File: src/rtl/result_packer_pkg.sv
// +--------------------------------------------------------------------------+
// | result_packer_pkg : shared widths and lane state for the result packer   |
// | Rev 1.0                                                                  |
// +--------------------------------------------------------------------------+
`default_nettype none

package result_packer_pkg;
  localparam int BYTE_W = 8;
  localparam int LANES  = 4;
  localparam int WORD_W = 32;

  typedef enum logic [1:0] {
    LANE0 = 2'd0,
    LANE1 = 2'd1,
    LANE2 = 2'd2,
    LANE3 = 2'd3
  } lane_t;
endpackage

`default_nettype wire

File: src/rtl/result_packer_fifo.sv
// +--------------------------------------------------------------------------+
// | sync_fifo : power-of-two synchronous FIFO with registered count/full     |
// | Rev 1.0                                                                  |
// +--------------------------------------------------------------------------+
`default_nettype none

module sync_fifo #(
  parameter int WIDTH = 32,
  parameter int DEPTH = 4
) (
  input  logic                     clk,
  input  logic                     rstn,
  input  logic                     push_i,
  input  logic [WIDTH-1:0]         data_i,
  input  logic                     pop_i,
  output logic                     push_ok_o,
  output logic                     out_valid_o,
  output logic [WIDTH-1:0]         data_o,
  output logic [$clog2(DEPTH):0]   count_o,
  output logic                     full_o
);
  localparam int AW = $clog2(DEPTH);
  localparam int CW = AW + 1;

  logic [WIDTH-1:0] mem_q [DEPTH];
  logic [AW-1:0]    wr_ptr_q;
  logic [AW-1:0]    rd_ptr_q;
  logic [CW-1:0]    count_q;
  logic [CW-1:0]    count_d;
  logic             full_q;
  logic             do_pop;
  logic             do_push;

  // A pop in the same cycle frees the slot, so a full FIFO can still take a push.
  assign do_pop    = pop_i && (count_q != '0);
  assign do_push   = push_i && (!full_q || do_pop);
  assign push_ok_o = do_push;

  always_comb begin
    count_d = count_q;
    if (do_push && !do_pop) begin
      count_d = count_q + 1'b1;
    end else if (!do_push && do_pop) begin
      count_d = count_q - 1'b1;
    end
  end

  always_ff @(posedge clk or negedge rstn) begin
    if (!rstn) begin
      for (int i = 0; i < DEPTH; i++) begin
        mem_q[i] <= '0;
      end
      wr_ptr_q <= '0;
      rd_ptr_q <= '0;
      count_q  <= '0;
      full_q   <= 1'b0;
    end else begin
      if (do_push) begin
        mem_q[wr_ptr_q] <= data_i;
        wr_ptr_q        <= wr_ptr_q + 1'b1;
      end
      if (do_pop) begin
        rd_ptr_q <= rd_ptr_q + 1'b1;
      end
      count_q <= count_d;
      full_q  <= (count_d == CW'(DEPTH));
    end
  end

  assign out_valid_o = (count_q != '0);
  assign data_o      = mem_q[rd_ptr_q];
  assign count_o     = count_q;
  assign full_o      = full_q;
endmodule

`default_nettype wire

File: src/rtl/result_packer.sv
// +--------------------------------------------------------------------------+
// | result_packer : packs 4 result bytes per 32-bit word into a drain FIFO   |
// | Optional partial-word flush: RESULT_PACKER_FLUSH_EN          Rev 1.0     |
// +--------------------------------------------------------------------------+
`default_nettype none

module result_packer
  import result_packer_pkg::*;
#(
  parameter int DEPTH = 4
) (
  input  logic                   clk,
  input  logic                   rstn,
  input  logic                   in_valid_i,
  input  logic [BYTE_W-1:0]      in_data_i,
`ifdef RESULT_PACKER_FLUSH_EN
  input  logic                   flush_i,
`endif
  output logic                   out_valid_o,
  output logic [WORD_W-1:0]      out_data_o,
  input  logic                   out_ready_i,
  output logic [$clog2(DEPTH):0] count_o,
  output logic                   full_o,
  output logic                   overflow_o
);
  lane_t             lane_q, lane_d;
  logic [WORD_W-1:0] stage_q, stage_d;
  logic [WORD_W-1:0] word_d;
  logic              push_d;
  logic              push_ok;
  logic              overflow_q;

  always_comb begin
    lane_d  = lane_q;
    stage_d = stage_q;
    push_d  = 1'b0;
    if (in_valid_i) begin
      case (lane_q)
        LANE0:   stage_d[7:0]   = in_data_i;
        LANE1:   stage_d[15:8]  = in_data_i;
        LANE2:   stage_d[23:16] = in_data_i;
        default: stage_d[31:24] = in_data_i;
      endcase
      if (lane_q == LANE3) begin
        push_d = 1'b1;
        lane_d = LANE0;
      end else begin
        lane_d = lane_t'(lane_q + 2'd1);
      end
    end
    word_d = stage_d;
`ifdef RESULT_PACKER_FLUSH_EN
    // Flush pushes only the lanes filled so far (including this cycle's byte).
    if (flush_i && !push_d && ((lane_q != LANE0) || in_valid_i)) begin
      push_d = 1'b1;
      lane_d = LANE0;
      case (lane_d == LANE0 && in_valid_i ? lane_q : lane_t'(lane_q - 2'd1))
        LANE0:   word_d = {24'h0, stage_d[7:0]};
        LANE1:   word_d = {16'h0, stage_d[15:0]};
        LANE2:   word_d = {8'h0, stage_d[23:0]};
        default: word_d = stage_d;
      endcase
    end
`endif
  end

  always_ff @(posedge clk or negedge rstn) begin
    if (!rstn) begin
      lane_q     <= LANE0;
      stage_q    <= '0;
      overflow_q <= 1'b0;
    end else begin
      lane_q     <= lane_d;
      stage_q    <= stage_d;
      overflow_q <= overflow_q | (push_d & ~push_ok);
    end
  end

  sync_fifo #(
    .WIDTH (WORD_W),
    .DEPTH (DEPTH)
  ) u_fifo (
    .clk         (clk),
    .rstn        (rstn),
    .push_i      (push_d),
    .data_i      (word_d),
    .pop_i       (out_ready_i),
    .push_ok_o   (push_ok),
    .out_valid_o (out_valid_o),
    .data_o      (out_data_o),
    .count_o     (count_o),
    .full_o      (full_o)
  );

  assign overflow_o = overflow_q;
endmodule

`default_nettype wire

File: config.mk
export PLATFORM = sky130hd
export DESIGN_NAME = result_packer
export DESIGN_NICKNAME = d
export VERILOG_FILES = /design/src/rtl/result_packer_pkg.sv /design/src/rtl/result_packer_fifo.sv /design/src/rtl/result_packer.sv
export SDC_FILE = /design/constraint.sdc
export NUM_CORES = 1
export LEC_CHECK = 0
export CAP_MARGIN = 40
export CELL_PAD_IN_SITES_DETAIL_PLACEMENT = 2
export CELL_PAD_IN_SITES_GLOBAL_PLACEMENT = 2
export CORE_MARGIN = 4
export CORE_UTILIZATION = 40
export CTS_BUF_LIST = sky130_fd_sc_hd__clkbuf_8 sky130_fd_sc_hd__clkbuf_16
export DETAILED_ROUTE_END_ITERATION = 7
export PLACE_DENSITY = 0.73
export SLEW_MARGIN = 25
export SYNTH_ARGS = -nofsm -noshare
export SYNTH_HDL_FRONTEND = slang
export SYNTH_SLANG_ARGS = --single-unit
File: constraint.sdc
create_clock -name clk -period 1.8 [get_ports clk]
set_input_delay 0.27 -clock clk [delete_from_list [all_inputs] [get_ports clk]]
set_output_delay 0.27 -clock clk [all_outputs]
set_load 0.01 [all_outputs]
# ---- After elaboration in Yosys (flattened, before gate mapping)
# Index checks and enable logic that the tools add are counted.
dict set report word_totals {
  regBits 171
  in_bits 12
  out_inout_bits 38
  elab_cells 56
}
dict set report op_classes {
  n_addsub 5
  magnitude_cmp 3
  n_eq_ne 4
  mux 16
  n_bitwise 5
  n_reduce_logical 12
}
# operator count
set ops {}
lappend ops {{$bwmux W128} 1}
lappend ops {{$mux W32} 4}
lappend ops {{$bmux W32 S2} 1}
lappend ops {{$demux W32 S2} 1}
lappend ops {{$mux W8} 4}
lappend ops {{$add A2 B1 Y2 const B} 3}
lappend ops {{$ge A3 B3 Y1 const B} 2}
lappend ops {{$mux W3} 2}
lappend ops {{$not A2 Y3} 2}
lappend ops {{$logic_and A1 B1 Y1} 5}
lappend ops {{$eq A2 B2 Y1 const B} 2}
lappend ops {{$add A3 B1 Y3 const B} 1}
lappend ops {{$eq A3 B3 Y1 const B} 1}
lappend ops {{$logic_not A1 Y1} 3}
lappend ops {{$lt A3 B1 Y1 const B} 1}
lappend ops {{$reduce_bool A3 Y1} 1}
lappend ops {{$reduce_or A3 Y1} 1}
lappend ops {{$sub A3 B1 Y3 const B} 1}
lappend ops {{$eq A2 B1 Y1 const B} 1}
lappend ops {{$logic_not A2 Y1} 1}
lappend ops {{$mux W1} 2}
lappend ops {{$mux W2} 1}
lappend ops {{$and A1 B1 Y1} 1}
lappend ops {{$logic_or A1 B1 Y1} 1}
lappend ops {{other kinds (2)} 2}

# ---- Longest topological paths before layout
# Gate-level depths: netlist of run 1.
dict set report logic_depth {
  depth_word 9
  ltp_mapped 8
  ltp_nobuf 7
}

# ---- By module
# From an unflattened synthesis of run 1, not the netlist that was laid out.
dict set report hier_totals {
  hier_cells 450
  area_unflattened_um2 7564.8
}
# mod instances cells_each area_per_inst_um2 seq_area_each_um2
set by_module_without_submodules {}
lappend by_module_without_submodules {sync_fifo 1 364 6185.9 3403.3}
lappend by_module_without_submodules {result_packer 1 86 1378.8 875.8}

# ---- Least setup slack after synthesis of run 1
# Ideal clock, no wire load.
dict set report synth_timing {
  path_type {reg2reg}
  startpoint {register u_fifo.count_q[1], in the netlist u_fifo.count_o[1]}
  endpoint {register u_fifo.mem_q[10] (netlist bit)}
  setup_time_ps 125
  arrival_ps 1852
  t_required_ps 1675
  setup_slack_ps -177
  stages_incl_launch_ff 9
  n_path_buf 1
  path_cell_list {dfrtp_1 inv_1 ha_1 or2b_4 nand2_4 a21oi_4 nand2_1 buf_2 mux2_2}
}
dict set report synth_via {
  elab_chain_len 4
}
# item line
set synth_lines {}
lappend synth_lines {{start: declaration} result_packer_fifo.sv:28} ;# logic [CW-1:0] count_q;
lappend synth_lines {{start signal: assignment} result_packer_fifo.sv:65} ;# count_q <= count_d;
lappend synth_lines {{$reduce_bool A3 Y1} n/a}
lappend synth_lines {{net out_valid_o} result_packer.sv:19} ;# output logic out_valid_o,
lappend synth_lines {{$logic_and A1 B1 Y1} result_packer_fifo.sv:35} ;# assign do_pop = pop_i && (count_q != '0);
lappend synth_lines {{$logic_or A1 B1 Y1} result_packer_fifo.sv:36} ;# assign do_push = push_i && (!full_q || do_pop);
lappend synth_lines {{$logic_and A1 B1 Y1} result_packer_fifo.sv:36}
lappend synth_lines {{end signal: indexed assignment} result_packer_fifo.sv:59} ;# mem_q[wr_ptr_q] <= data_i;
lappend synth_lines {{end: declaration} result_packer_fifo.sv:25} ;# logic [WIDTH-1:0] mem_q [DEPTH];
# The timed path passes the listed nets, and every way through them passes these cells.
# A chain may end at the register's enable or synchronous reset.

# ---- Worst setup path after layout of run 1
dict set report layout_timing {
  startpoint {register u_fifo.rd_ptr_q[0]}
  endpoint {output out_data_o[11]}
}
dict set report layout_via {
  elab_chain_len 4
}
# item line
set layout_lines {}
lappend layout_lines {{start: declaration} result_packer_fifo.sv:27} ;# logic [AW-1:0] rd_ptr_q;
lappend layout_lines {{start signal: assignment} result_packer_fifo.sv:63} ;# rd_ptr_q <= rd_ptr_q + 1'b1;
lappend layout_lines {{$not A2 Y3 (not written as such)} result_packer_fifo.sv:71} ;# assign data_o = mem_q[rd_ptr_q];
lappend layout_lines {{$bmux W32 S2} result_packer_fifo.sv:71}
lappend layout_lines {{$mux W32 (not written as such) (2 in a row)} result_packer_fifo.sv:71}
lappend layout_lines {{end: declaration} result_packer.sv:20} ;# output logic [WORD_W-1:0] out_data_o,
# No other way between the ends. The select of a mux whose other input is x is not followed.

==> impl_metrics.csv, run 1 <==
group,metric,value,unit
outcome,outcome,"finished with violations",
outcome,violations,"setup timing",
floorplan,dieHeight,144,um
global_routing,grt_usage,22.8,%
cells_and_area,area_delta_synth_final,40.0,%
synth,synthFlopType,"dfrtp_1",
clocking,cts_buffer_depth,2,
routing,drc,0,
worst_setup_path,worstPathArrival,1.95,ns
synth,syn_area,0.00737,mm2
routing,antenna_left,0,
floorplan,io_pins,50,
placement,postPlaceCellArea,0.00850,mm2
power_and_ir_drop,switching_share,33.6,%
power_and_ir_drop,pwr-share-comb,46.1,%
placement,gp_congestion,0.751,
synth,synthArstFlopShare,100,%
timing,fmax,451,MHz
power_and_ir_drop,p_int,13.1,mW
worst_setup_path,path_class,"flip-flop to output port",
cells_and_area,diodes,0,
power_and_ir_drop,switchingPower,6.63,mW
floorplan,rows,49,
clocking,cts_root_buffer,"clkbuf_16",
timing,tightest_slew,0.467,ns
worst_setup_path,crit_end,"out_data_o[11]",
timing,min_period,2.22,ns
synth,synth_area_leaders,"dfrtp_1 58%, mux2_2 24%, mux4_2 9.8%",
worst_setup_path,cp_max_fo,7,
clocking,cts_made_buffers,17,
placement,dp_slack,-0.222,ns
routing,drt-initial-drc-count,216,
worst_setup_path,crit-reg2reg-capture,"u_fifo.mem_q[9]",
worst_setup_path,r2r_cells,10,
timing,drv_slew,0,
power_and_ir_drop,p_per_area,1910,mW/mm2
timing,rsz0062_at_grt,"yes",
timing,relSlewSlack,68.7,%
synth,ys_warn_count,0,
placement,io_buffers,49,
cells_and_area,fill_cells,1525,
floorplan,start_util,40.9,%
routing,dr_total_vias,4470,
worst_setup_path,cp.required,1.53,ns
synth,synthCells,439,
cells_and_area,seq_area,0.00428,mm2
hold_path,hp-class,"input port to asynchronous set/reset pin",
worst_setup_path,cp-start-kind,"flip-flop",
flow_run,maxCapViolCount,0,
worst_setup_path,reg2reg_from,"u_fifo.count_o[1]",
power_and_ir_drop,power.static_leakage,5.13,nW
clocking,cts_num_sinks,171,
synth,synth_edf_count,0,
routing,wl_per_cell,31.9,um
cells_and_area,fin_area,0.0103,mm2
synth,synth.top_cell.area_share,58.1,%
routing,wl,25.5,mm
routing,vias_per_cell,5.59,
global_routing,grt_max_degree,62,
routing,dr.pass1.iters,4,
cells_and_area,drive_gt1_share,60.9,%
timing,setup_tns,-38.08,ns
cells_and_area,multi_input_area,0.00353,mm2
worst_setup_path,startpoint,"u_fifo.rd_ptr_q[0]",
timing,hold_viol_final,0,
power_and_ir_drop,power,19.7,mW
clocking,cts_tree,"yes",
global_routing,grt_pass1_wl,34.3,mm
global_routing,grt_antenna_before_repair,1,
timing,setup_violations,164,
placement,dp_hpwl,12.3,mm
worst_setup_path,crit_path_end_kind,"output port",
synth,yosysSeqAreaShare,58.1,%
clocking,htreeDepth,4,
worst_setup_path,reg2reg_slack,-0.29,ns
synth,yosys.area.top_type,"dfrtp_1",
power_and_ir_drop,ir_drop,0.000938,V
clocking,clkTransAtPathRegs,0.07,ns
global_routing,grt_pass1_vias,5248,
timing,timing.final.crit_share,123,%
floorplan,die_area,0.0207,mm2
timing,layout_setup_ws,-0.417,ns
floorplan,die_w,144,um
cells_and_area,fin_nets,581,
floorplan,core,0.0180,mm2
global_routing,overflow,0,
synth,syn-num-nets,463,
clocking,clk_latency,0.44,ns
synth,ys_types,25,
power_and_ir_drop,seqPwrFrac,34.2,%
power_and_ir_drop,power_frac_clock,19.8,%
synth,syn_area_per_cell,16.8,um2
timing,finClkSkew,0.0102,ns
synth,synth_seq_cells,171,
==> power by group through the flow <==
stage,sequential [mW],combinational [mW],clock (mW)
after global routing,6.88,9.56,4.14
after detailed placement,6.48,7.11,0
after floorplan,6.12,4.19,0
after CTS,6.50,8.27,3.91
after global placement,6.31,6.79,0
final,6.74,9.09,3.90
==> cell type report <==
| type | count | share of cell area [%] |
|---|---|---|
| clock buffers | 20 | 4.52 |
| clock inverters | 12 | 1.44 |
| inverters | 7 | 0.255 |
| multi-input cells | 240 | 34.2 |
| flip-flops and latches | 171 | 41.5 |
| well taps | 229 | 2.78 |
| repair buffers | 120 | 15.3 |
==> layer usage <==
metal	GRT usage [%]	wire length (um)	vias to the layer above
li1	-	-	1846
met1	29.7	10700	2495
met2	39.9	13600	100
met3	4.06	718	29
met4	5.55	499	0
met5	0	0	-
==> kinds of logic after synthesis <==
kind of cell    share of synthesized area, %
flops                                   58.1
simple gates                            1.32
fa+ha+maj                               2.04
xor+xnor                               0.594
compound gates                          1.10
buf+inv                                 2.48
mux                                     34.4
==> worst min path at each step <==
stage | end | cells after the start | from | slack (ns)
6_report | overflow_o | 2 | rstn | 0.30
5_1_grt | u_fifo.wr_ptr_q[1] | 2 | rstn | 0.32
4_1_cts | u_fifo.mem_q[109] | 2 | rstn | 0.30
3_5_place_dp | u_fifo.mem_q[109] | 1 | rstn | 0.19
3_3_place_gp | u_fifo.mem_q[109] | 1 | rstn | 0.19
2_1_floorplan | lane_q[0] | 0 | rstn | -0.03
==> critical path, stage by stage, from the launching register on <==
cell and delay (ns):
dfrtp_2 0.50, buf_12 0.16, buf_12 0.14, mux4_2 0.56, buf_6 0.15
==> cells in the mapped netlist (2+ instances only) <==
library cell / number
dfrtp_1: 171
inv_1: 7
buf_2: 8
nand3_1: 2
mux4_2: 32
clkbuf_1: 4
xnor2_1: 4
buf_6: 9
ha_1: 12
o21ai_0: 4
mux2_2: 160
nand2_1: 12
a31oi_1: 2
==> timing repair <==
action / 4_1_cts / 5_1_grt
pin swaps: 6 / 8
hold buffers: 1 / 0
endpoints found under the hold margin: 30 / 0
buffers inserted: 14 / 8
resized for setup: 266 / 75
gates cloned: 10 / 6
setup endpoints to repair: 164 / 167
==> registers in the layout (all words and copies together) (netlist names) <==
signal and count:
u_fifo.count_o 3, u_fifo.rd_ptr_q 2, overflow_o 1, lane_q 2, u_fifo.full_o 1, u_fifo.mem_q 128
u_fifo.wr_ptr_q 2, stage_q 32
==> stage by stage <==
step	util, %	instances	hold slack [ns]
floorplan	-	439	-0.0256
global route	57.2	799	0.319
global placement	47.2	736	0.186
detailed placement	47.2	736	0.194
CTS	55.0	792	0.298
finish	57.2	799	0.303
==> cell usage in the layout, fill, tap and decap left out, types with 2 or more instances in the layout <==
| master | instances |
|---|---|
| a31oi_2 | 2 |
| buf_12 | 26 |
| buf_16 | 5 |
| buf_2 | 12 |
| buf_4 | 23 |
| buf_6 | 29 |
| buf_8 | 3 |
| bufinv_16 | 3 |
| clkbuf_16 | 23 |
| clkbuf_8 | 3 |
| clkdlybuf4s50_1 | 14 |
| clkinv_4 | 4 |
| dfrtp_1 | 169 |
| dfrtp_2 | 2 |
| ha_1 | 11 |
| inv_1 | 7 |
| inv_2 | 3 |
| mux2_2 | 31 |
| mux2_4 | 129 |
| mux4_2 | 32 |
| nand2_1 | 7 |
| nand2_8 | 4 |
| nand3_1 | 2 |
| o21ai_0 | 4 |
| xnor2_1 | 3 |
(Power assumes the default switching activity.)
==> run 2, diff against run 1 <==
--- a/config.mk
+++ b/config.mk
@@ -8,7 +8,6 @@
 export CAP_MARGIN = 40
 export CELL_PAD_IN_SITES_DETAIL_PLACEMENT = 2
 export CELL_PAD_IN_SITES_GLOBAL_PLACEMENT = 2
-export CORE_MARGIN = 4
 export CORE_UTILIZATION = 40
 export CTS_BUF_LIST = sky130_fd_sc_hd__clkbuf_8 sky130_fd_sc_hd__clkbuf_16
 export DETAILED_ROUTE_END_ITERATION = 7
==> run 2 against run 1 <==
Effect of this change:
- the flow still finishes with violations (setup timing)
- clock-buffer cell count unchanged
- fmax increased by 3.4%
- combinational power decreased by 5.2%
- sequential power decreased by 0.7%
- worst hold slack got worse by 0.012 ns
- non-clock buffer count increased by 3
- sequential share of layout area increased by 1.6 points
- critical path type is now flip-flop to flip-flop
==> impl_metrics.csv, run 2 (same netlist as run 1, synthesis figures left out) <==
group,metric,value,unit
outcome,outcome,"finished with violations",
outcome,violations,"setup timing",
global_routing,grt_usage,27.5,%
placement,place_inst,736,
routing,wl_per_cell,30.9,um
timing,relSlewSlack,69.8,%
timing,drv_slew,0,
global_routing,overflow,0,
worst_setup_path,crit_family,"buffers and inverters",
cells_and_area,fin_util,55.1,%
power_and_ir_drop,p_per_area,1930,mW/mm2
timing,whs,0.290,ns
hold_path,hp-class,"input port to asynchronous set/reset pin",
worst_setup_path,crit_path_end_kind,"flip-flop",
floorplan,io_pins,50,
placement,postPlaceCellArea,0.00852,mm2
cells_and_area,top_register,"u_fifo.mem_q",
clocking,clkTransAtPathRegs,0.07,ns
timing,min_period,2.15,ns
floorplan,core,0.0180,mm2
cells_and_area,multi_input_area,0.00319,mm2
clocking,cts_made_buffers,17,
global_routing,grt_pass1_wl,35.7,mm
floorplan,rows,49,
cells_and_area,stdcell_count,800,
cells_and_area,fin_area,0.00994,mm2
routing,drc,0,
worst_setup_path,cpPeakStageDelay,0.42,ns
power_and_ir_drop,power,19.2,mW
clocking,clk_latency,0.43,ns
cells_and_area,drive_gt1_share,60.9,%
worst_setup_path,crit_top_cell,"buf_12",
cells_and_area,fin_nets,584,
routing,wl,24.7,mm
clocking,cts_num_sinks,171,
timing,fmax,466,MHz
global_routing,grt_max_degree,67,
timing,timing.final.crit_share,119,%
cells_and_area,largest_reg_flops,128,
timing,finClkSkew,0.0108,ns
worst_setup_path,cp.required,2.11,ns
worst_setup_path,cpMaxStageDelayCell,"dfrtp_1",
cells_and_area,fill_cells,1571,
routing,vias_per_cell,5.59,
clocking,cts_tree,"yes",
global_routing,grt_pass1_vias,5246,
power_and_ir_drop,power.static_leakage,4.70,nW
floorplan,die_w,138,um
cells_and_area,seq_area,0.00428,mm2
power_and_ir_drop,ir_drop,0.000969,V
timing,setup_violations,166,
timing,tightest_slew,0.451,ns
placement,gp_congestion,0.758,
routing,antenna_left,0,
cells_and_area,layout_common_cells,"169 x dfrtp_1, 123 x mux2_2, 37 x mux2_4",
timing,rsz0062_at_grt,"yes",
routing,dr_total_vias,4468,
cells_and_area,area_delta_synth_final,34.9,%
cells_and_area,diodes,0,
cells_and_area,final_common_cell,"dfrtp_1",
worst_setup_path,crit_buf_inv,4,
floorplan,die_area,0.0190,mm2
flow_run,maxCapViolCount,0,
routing,dr.pass1.iters,4,
timing,hold_viol_final,0,
timing,layout_setup_ws,-0.345,ns
floorplan,dieHeight,138,um
worst_setup_path,crit_chain,"inv_2 > ha_4 > or2b_4 > nand2_4 > a21oi_4 > buf_6 > nand2_8 > buf_12 > buf_12 > mux2_2",
global_routing,grt_antenna_before_repair,0,
worst_setup_path,cp-start-kind,"flip-flop",
routing,drt-initial-drc-count,183,
worst_setup_path,path_class,"flip-flop to flip-flop",
worst_setup_path,cp_max_fo,8,
placement,dp_hpwl,12.5,mm
clocking,cts_buffer_depth,2,
placement,dp_slack,-0.291,ns
clocking,htreeDepth,4,
placement,io_buffers,49,
worst_setup_path,worstPathArrival,2.45,ns
clocking,cts_root_buffer,"clkbuf_16",
timing,setup_tns,-38.21,ns
floorplan,start_util,40.9,%
==> run 2: changes by cell type in the layout (fill, tap and decap cells not counted), sizes merged <==
cell,previous run,this run
clkbuf,26,20
dlygate4sd2,0,1
inv,10,8
dlymetal6s2s,1,2
clkinv,5,4
clkinvlp,1,2
clkdlybuf4s50,14,12
buf,98,107
==> run 2: worst paths after layout <==
path | start | end | slack [ns] | depth (start not counted)
min reg2reg | u_fifo.mem_q[42] | u_fifo.mem_q[42] | 0.51 | 1
max reg2reg | u_fifo.count_o[0] | u_fifo.mem_q[16] | -0.35 | 10
min in group clk | u_fifo.mem_q[42] | u_fifo.mem_q[42] | 0.51 | 1
max in group asynchronous | rstn | stage_q[24] | 0.83 | 3
max | u_fifo.count_o[0] | u_fifo.mem_q[16] | -0.35 | 10
min | rstn | u_fifo.count_o[0] | 0.29 | 2
==> run 2: final cells by class <==
cell class              instances  area share [%]
clock inverters                10            1.42
well taps                     229            2.88
inverters                       7           0.264
repair buffers                123            15.6
multi-input cells             240            32.1
clock buffers                  20            4.70
flip-flops and latches        171            43.1
==> run 2: layer usage <==
metal	vias up	share of wire [%]	GRT usage, %
met1	2430	40	32.9
met5	-	0	0
met4	0	3.5	9.66
met2	128	54	49.2
li1	1861	-	-
met3	49	3.3	5.33
==> run 2: where the power goes <==
group / switching, mW / internal [mW] / leakage (nW)
clock network: 1.61 / 2.29 / 0.294
logic: 3.76 / 4.85 / 2.25
registers: 1.13 / 5.57 / 2.16
total: 6.50 / 12.7 / 4.70
==> run 2: what timing repair did <==
action | CTS | global route
endpoints found under the setup margin | 165 | 167
buffers inserted | 24 | 13
pin swaps | 8 | 6
gates resized for setup | 201 | 61
gates cloned | 12 | 0
hold endpoints to repair | 28 | 0
hold buffers | 1 | 0
==> run 2: worst register-to-register path, cell delays in order (launching register included) <==
cell and delay (ns):
dfrtp_1 0.42, inv_2 0.11, ha_4 0.14, or2b_4 0.28
nand2_4 0.09, a21oi_4 0.09, buf_6 0.14, nand2_8 0.09
buf_12 0.14, buf_12 0.15, mux2_2 0.38
==> run 3, diff against run 2 <==
--- a/config.mk
+++ b/config.mk
@@ -8,10 +8,10 @@
 export CAP_MARGIN = 40
 export CELL_PAD_IN_SITES_DETAIL_PLACEMENT = 2
 export CELL_PAD_IN_SITES_GLOBAL_PLACEMENT = 2
-export CORE_UTILIZATION = 40
+export CORE_UTILIZATION = 47
 export CTS_BUF_LIST = sky130_fd_sc_hd__clkbuf_8 sky130_fd_sc_hd__clkbuf_16
 export DETAILED_ROUTE_END_ITERATION = 7
-export PLACE_DENSITY = 0.73
+export PLACE_DENSITY = 0.81
 export SLEW_MARGIN = 25
 export SYNTH_ARGS = -nofsm -noshare
 export SYNTH_HDL_FRONTEND = slang
==> constraint.sdc (replaced) <==
create_clock -name clk -period 2.59 [get_ports clk]
set_input_delay 0.3885 -clock clk [delete_from_list [all_inputs] [get_ports clk]]
set_output_delay 0.3885 -clock clk [all_outputs]
set_load 0.01 [all_outputs]
==> run 3 against run 2 <==
Effect of this change:
- the run now ends clean
- utilization increased by 2.8 points
- worst hold slack improved by 0.14 ns
- via count decreased by 7.8%
- clock-buffer cell count decreased by 2
- non-clock buffer count decreased by 54
- first-iteration DRC count increased by 3.3%
- flip-flop and latch count unchanged
- combinational power decreased by 44%
- power decreased by 38%
- die area decreased by 15%
- highest routed layer unchanged
- critical path depth decreased by 6
- setup slack improved by 0.39 ns
==> impl_metrics.csv, run 3 (same netlist as run 1, synthesis figures left out) <==
group,metric,value,unit
floorplan,die_w,127,um
clocking,cts_buffer_depth,2,
global_routing,grt_pass1_wl,31.3,mm
floorplan,io_pins,50,
timing,hold_viol_final,0,
worst_setup_path,cp-start-kind,"flip-flop",
clocking,cts_num_sinks,171,
clocking,clkTransAtPathRegs,0.06,ns
timing,timing.final.crit_share,98.2,%
routing,dr.pass1.iters,4,
cells_and_area,largest_reg_flops,128,
cells_and_area,layout_common_cells,"170 x dfrtp_1, 160 x mux2_2, 32 x mux4_2",
worst_setup_path,crit_chain,"buf_12 > buf_12 > mux4_2 > clkdlybuf4s50_1",
power_and_ir_drop,power.static_leakage,4.15,nW
floorplan,dieHeight,127,um
routing,vias_per_cell,5.64,
global_routing,overflow,0,
cells_and_area,final_common_cell,"dfrtp_1",
cells_and_area,drive_gt1_share,47.4,%
worst_setup_path,crit_top_cell,"buf_12",
global_routing,grt_usage,27.4,%
cells_and_area,fin_area,0.00884,mm2
clocking,clk_latency,0.44,ns
global_routing,grt_max_degree,62,
power_and_ir_drop,ir_drop,0.000634,V
floorplan,die_area,0.0162,mm2
floorplan,start_util,48.3,%
timing,finClkSkew,0.0129,ns
clocking,cts_made_buffers,17,
timing,tightest_slew,0.589,ns
hold_path,hp-class,"input port to asynchronous set/reset pin",
global_routing,grt_pass1_vias,4882,
timing,layout_setup_ws,0.0467,ns
outcome,outcome,"complete, no violations",
worst_setup_path,cp.required,2.20,ns
worst_setup_path,cpPeakStageDelay,0.55,ns
floorplan,core,0.0153,mm2
placement,gp_congestion,0.706,
worst_setup_path,crit_path_end_kind,"output port",
clocking,htreeDepth,4,
worst_setup_path,worstPathArrival,2.15,ns
floorplan,rows,45,
clocking,cts_tree,"yes",
placement,postPlaceCellArea,0.00812,mm2
timing,min_period,2.54,ns
timing,setup_tns,0,ns
timing,relSlewSlack,60.7,%
worst_setup_path,path_class,"flip-flop to output port",
cells_and_area,diodes,0,
timing,setup_violations,0,
placement,dp_slack,0.236,ns
flow_run,maxCapViolCount,0,
power_and_ir_drop,p_per_area,1350,mW/mm2
routing,drc,0,
worst_setup_path,cp_max_fo,7,
routing,wl,20.0,mm
worst_setup_path,cpMaxStageDelayCell,"mux4_2",
cells_and_area,area_delta_synth_final,20.0,%
routing,wl_per_cell,27.3,um
timing,fmax,393,MHz
placement,io_buffers,49,
timing,rsz0062_at_grt,"no",
placement,dp_hpwl,11.3,mm
routing,dr_total_vias,4120,
routing,antenna_left,0,
timing,drv_slew,0,
clocking,cts_root_buffer,"clkbuf_16",
cells_and_area,top_register,"u_fifo.mem_q",
cells_and_area,fin_util,57.9,%
global_routing,grt_antenna_before_repair,1,
cells_and_area,fin_nets,530,
routing,drt-initial-drc-count,189,
-- run 3: changes by cell type in the layout (fill, tap and decap cells not counted), sizes merged, moves of 2 or more --
cell           change
buf               -88
clkbuf             -2
clkdlybuf4s50     +14
clkinv             +3
dlygate4sd2       +14
dlymetal6s2s       +5
-- run 3: area by class of cell --
class	count	area (um2)
clock buffers	18	439
clock inverters	14	155
fillers	1273	6420
inverters	7	26.3
multi-input cells	240	2910
flip-flops and latches	171	4280
well taps	211	264
repair buffers	69	771
-- run 3: power breakdown --
group / internal, mW / switching, mW
clock network: 1.53 / 1.08
registers: 3.87 / 0.691
logic: 2.65 / 2.14
-- run 3: metrics by stage --
step | hold WS [ns] | power (mW) | cells
final | 0.430 | 12.0 | 730
after global routing | 0.448 | 12.5 | 730
after CTS | 0.439 | 12.0 | 730
after detailed placement | 0.323 | 9.16 | 691
after global placement | 0.313 | 8.75 | 691
after floorplan | 0.0929 | 7.14 | 439
-- run 3: metal layers --
| metal | global-route usage [%] | share of wire [%] | vias to the layer above |
|---|---|---|---|
| met5 | 0 | 0 | - |
| met4 | 11.0 | 2.7 | 0 |
| met3 | 4.98 | 2.5 | 34 |
| met2 | 47.5 | 53 | 74 |
| met1 | 34.1 | 42 | 2269 |
| li1 | - | - | 1743 |
-- run 3: what timing repair did --
item | 4_1_cts | 5_1_grt
cloned | 2 | 0
gates resized for setup | 16 | 8
endpoints found under the hold margin | 35 | 0
endpoints found under the setup margin | 27 | 7
pin swaps | 0 | 0
hold buffers | 1 | 0
buffers inserted | 4 | 0
-- run 3: worst max-delay path, delay by kind of cell (launching register included) --
kind / cells / cell delay [ns]
buffers and inverters: 3 / 0.79
flip-flops: 1 / 0.37
multiplexers: 1 / 0.55
-- run 3: path summary, 6_finish.rpt --
kind                                     from                to  slack (ns)  depth (start not counted)
max                        u_fifo.rd_ptr_q[0]    out_data_o[14]        0.05                          4
min                                      rstn        overflow_o        0.43                          2
max reg2reg                 u_fifo.count_o[1]  u_fifo.mem_q[77]        0.20                          8
min reg2reg                  u_fifo.mem_q[88]  u_fifo.mem_q[88]        0.50                          1
max in group asynchronous                rstn  u_fifo.mem_q[88]        1.46                          3
min in group clk             u_fifo.mem_q[88]  u_fifo.mem_q[88]        0.50                          1
==> patch 1 (flow settings as in run 2) <==
Put a register stage on the output `count_o`, with the module's reset. The value now appears one clock later. The other outputs are not delayed to match.
--- a/src/rtl/result_packer.sv
+++ b/src/rtl/result_packer.sv
@@ -23,6 +23,8 @@
   output logic                   full_o,
   output logic                   overflow_o
 );
+
+  logic [$clog2(DEPTH):0] count_c;
   lane_t             lane_q, lane_d;
   logic [WORD_W-1:0] stage_q, stage_d;
   logic [WORD_W-1:0] word_d;
@@ -88,11 +90,19 @@
     .push_ok_o   (push_ok),
     .out_valid_o (out_valid_o),
     .data_o      (out_data_o),
-    .count_o     (count_o),
+    .count_o     (count_c),
     .full_o      (full_o)
   );
 
   assign overflow_o = overflow_q;
+  always_ff @(posedge clk or negedge rstn) begin
+    if (!rstn) begin
+      count_o <= '0;
+    end else begin
+      count_o <= count_c;
+    end
+  end
+
 endmodule
 
 `default_nettype wire
Check against the original RTL: not equivalent (Yosys sat finds a counterexample within 10 cycles, from zero or initial values and one cycle with rstn low).
==> patch 1 against run 2 <==
- the run ends with DRC, setup timing left
- sequential cell count increased by 3
- power shrank 0.69%
- design area rose by 0.94%
- routed wire length down 0.55%
- fmax rose by 2.0%
- first-iteration DRC count up 34%
- setup slack better by 0.042 ns
- area after synthesis up 1.0%
- utilization rose by 0.33 points
- largest power group unchanged
==> patch 1: results (changes against run 2) <==
Status
  – Status: finished, violations left (unchanged)
  – Failing checks: DRC, setup timing (was setup timing)

Global routing
  – Largest net degree at the start of global routing: 55 (was 67)
  – Gr usage total: 27.56% (was 27.50%)
  – First-pass GRT wire length: 37,230 µm (was 35,700 µm)

Drt
  – Post-route DRC: 6 (was 0)
  – Vias per cell: 5.540 (was 5.585)
  – Routed len/inst: 30.34 µm (was 30.93 µm)
  – 1st-iter DRT viols: 246 (was 183)

Power
  – Max VDD drop: 0.9099 mV (was 0.9690 mV)
  – Leakage: 4.693 nW (was 4.703 nW)

Setup path
  – Max incr delay on CP: 0.55 ns (was 0.42 ns)
  – Worst-path maximum fanout: 7 (was 8)
  – Critical Path AT: 1.83 ns (was 2.45 ns)

STA
  – Endpoints failing setup: 163 (was 166)
  – Post-route setup slack: -0.3033 ns (was -0.3451 ns)
  – Final TNS setup: -34.63 ns (was -38.21 ns)
  – Slew @ Worst Pin: 0.5976 ns (was 0.4509 ns)

Final layout
  – Layout cells sized above 1: 61.68% (was 60.95%)

Clock tree
  – Setup bufs post-CTS: 30 (was 24)

Placement
  – Final RePlAce weighted congestion: 0.7200 (was 0.7576)
  – Dpl hpwl: 12,100 µm (was 12,480 µm)

Logic synthesis
  – Compound-Gate Fraction of Synth Area: 1.093% (was 1.104%)
  – Sequential share of the synthesized area: 58.51% (was 58.08%)
  – Adder-cell share of the synthesized area: 2.017% (was 2.038%)
  – XOR/XNOR share of the synthesized area: 0.5884% (was 0.5944%)
  – Top cells by area, synth: dfrtp_1 (59%), mux2_2 (24%), mux4_2 (9.7%) (was dfrtp_1 (58%), mux2_2 (24%), mux4_2 (9.8%))
[patch 1: worst max-delay path: cells and delay by family (launching register included)]
kind / cells / cell delay (ns)
muxes: 1 / 0.55
buffers and inverters: 3 / 0.42
DFF: 1 / 0.41
[patch 1: power groups by stage]
stage	clock network (W)	logic [W]	registers [W]
6_report	0.00388	0.00844	0.00674
5_1_grt	0.00407	0.00895	0.00689
4_1_cts	0.00387	0.00822	0.00659
3_5_place_dp	0	0.00698	0.00660
3_3_place_gp	0	0.00669	0.00641
2_1_floorplan	0	0.00418	0.00623
[patch 1: final timing paths]
check	endpoint	slack [ns]
max	out_data_o[16]	-0.30
min	count_o[0]	0.38
max reg2reg	u_fifo.mem_q[124]	-0.30
min reg2reg	count_o[2]	0.47
max in group asynchronous	u_fifo.mem_q[38]	0.75
min in group clk	count_o[2]	0.47
[patch 1: layer usage]
layer  wire (µm)  share of wire [%]  global-route usage, %  up-vias
li1            -                  -                      -     1884
met1       10180                 41                  34.11     2480
met2       13050                 53                  48.92       87
met3         758                3.1                  4.572       42
met4         621                2.5                  9.403        0
met5           0                  0                      0        -
[patch 1: final cells by class]
cell class	instances	area share, %
clock buffers	19	4.515
multi-input cells	240	30.71
inverters	7	0.2619
clock inverters	13	1.484
well taps	229	2.856
repair buffers	129	16.75
flip-flops and latches	174	43.43
[patch 1: logic make-up after synthesis]
kind of cell	Yosys count
compound gates	11
xor+xnor	5
fa+ha+maj	12
buf+inv	28
flops	174
mux	193
simple gates	19
[patch 1: metrics by stage]
stage          std cells  utilization [%]  setup WS (ns)  cell area, µm²
2_1_floorplan        442                -       -0.04260            7471
3_3_place_gp         740            47.25        -0.1496            8546
3_5_place_dp         740            47.25        -0.2134            8546
4_1_cts              817            55.46        -0.3788           10030
5_1_grt              811            55.47        -0.3612           10030
6_report             811            55.47        -0.3033           10030
==> patch 2 (settings of run 2) <==
Made on the original files. `DEPTH` is set to 4 in 2 places; all go to 8.
--- a/src/rtl/result_packer_fifo.sv
+++ b/src/rtl/result_packer_fifo.sv
@@ -6,7 +6,7 @@
 
 module sync_fifo #(
   parameter int WIDTH = 32,
-  parameter int DEPTH = 4
+  parameter int DEPTH = 8
 ) (
   input  logic                     clk,
   input  logic                     rstn,
--- a/src/rtl/result_packer.sv
+++ b/src/rtl/result_packer.sv
@@ -7,7 +7,7 @@
 module result_packer
   import result_packer_pkg::*;
 #(
-  parameter int DEPTH = 4
+  parameter int DEPTH = 8
 ) (
   input  logic                   clk,
   input  logic                   rstn,
Interface: changed (resized count_o); port bits go from 50 to 51. The function was not compared with the original's and may differ.
==> patch 2 against run 2 <==
- the run still ends with setup timing left
- clock skew increased by 0.0076 ns
- routed wire length increased by 150%
- setup slack got worse by 0.57 ns
- power increased by 91%
- sequential cell count increased by 131
- area after synthesis increased by 82%
- non-clock buffer count increased by 91
- design area increased by 93%
- largest power group unchanged
- highest routed layer unchanged
==> patch 2: results (changes against run 2) <==
Placement
  – Dpl cells: 1,331 (was 736)
  – Buffers on Ports: 50 (was 49)
  – Post-DP Area: 15,240 µm² (was 8516 µm²)

Setup path
  – Worst R2R Setup Slack: -0.61 ns (was -0.35 ns)
  – Worst-path maximum fanout: 7 (was 8)

Final layout
  – Max reg flops: 256 (was 128)
  – # fillers: 2,651 (was 1,571)
  – Final #Nets: 1,039 (was 584)

Logic synthesis
  – Netlist cell types: 42 (was 25)
  – Top cells by count, synth: dfrtp_1 (302), mux2_2 (202), mux2_1 (120), mux4_2 (64), buf_2 (30) (was dfrtp_1 (171), mux2_2 (160), mux4_2 (32), ha_1 (12), nand2_1 (12))
  – Syn_nets: 834 (was 463)
  – Gate Count Post-Synth: 813 (was 439)

Drt
  – Met3 routed WL: 3407 µm (was 810 µm)
  – 1st-iter DRT viols: 634 (was 183)
  – First-pass DRT Iterations: 5 (was 4)

Status
  – Status: finished, violations left (unchanged)
  – Failing checks: setup timing (unchanged)

Power
  – Max VDD drop: 0.9899 mV (was 0.9690 mV)
  – Leakage: 9.246 nW (was 4.703 nW)
  – PD cells: 1910 nW/µm² (was 1932 nW/µm²)

Global routing
  – Largest net degree at the start of global routing: 56 (was 67)
  – First-pass GRT wire length: 81,140 µm (was 35,700 µm)
  – Vias in the first global route: 10,300 (was 5,246)

STA
  – Worst Skew: 0.01837 ns (was 0.01078 ns)
  – Post-route setup slack: -0.9146 ns (was -0.3451 ns)
  – Endpoints failing setup: 321 (was 166)
  – Final hold slack: 0.2792 ns (was 0.2904 ns)
  – Worst relative slew slack: 64.60% (was 69.85%)

Clock tree
  – CTS Buf Count: 35 (was 17)
  – Worst skew pair latency: 0.53 ns (was 0.43 ns)
  – H-tree Lvls: 2 (was 4)
  – Clock buffer depth: 3 (was 2)
==> patch 2: changes by cell type in the layout (fill, tap and decap cells not counted), sizes merged, moves of 5 or more <==
cell / change
and3: +5
buf: +87
clkbuf: +28
clkinv: +7
dfrtp: +131
inv: +5
mux2: +162
mux4: +32
==> patch 2: final timing paths <==
path,from,depth (start not counted),end
worst max-delay path,u_fifo.rd_ptr_q[0],7,out_data_o[3]
worst min-delay path,rstn,2,u_fifo.mem_q[201]
worst max register to register,u_fifo.count_o[0],12,u_fifo.mem_q[188]
worst min register to register,u_fifo.mem_q[108],1,u_fifo.mem_q[108]
max in group asynchronous,rstn,3,u_fifo.rd_ptr_q[0]
min in group clk,u_fifo.mem_q[108],1,u_fifo.mem_q[108]
==> patch 2: cells by family after synthesis <==
kind of cell / count (synthesis) / share of synthesized area (%)
compound gates: 19 / 1.100
xor+xnor: 4 / 0.2611
fa+ha+maj: 9 / 0.8390
buf+inv: 53 / 1.762
flops: 302 / 56.31
mux: 386 / 37.76
simple gates: 40 / 1.976
==> patch 2: cell type report <==
cell class                      instances  area (µm²)  area share [%]
Tap cell                              442       553.0           2.876
Timing Repair Buffer                  214        2998           15.59
Inverter                                7       26.28          0.1366
Clock buffer                           45        1025           5.329
Clock inverter                         18       123.9          0.6442
Multi-Input combinational cell        458        6937           36.08
Sequential cell                       302        7566           39.35
==> patch 2: timing repair <==
item | CTS | global route
gates cloned | 28 | 2
hold buffers | 1 | 0
resized for setup | 517 | 116
endpoints found under the setup margin | 300 | 302
buffers inserted | 72 | 24
hold endpoints to repair | 44 | 0
pin swaps | 9 | 12
==> patch 2: worst max-delay path, cell delays in order (launching register included) <==
cell and delay [ns]:
dfrtp_4 0.52, buf_12 0.15, buf_8 0.12, buf_12 0.14, buf_8 0.13, mux4_2 0.43, mux2_4 0.29, buf_6 0.13
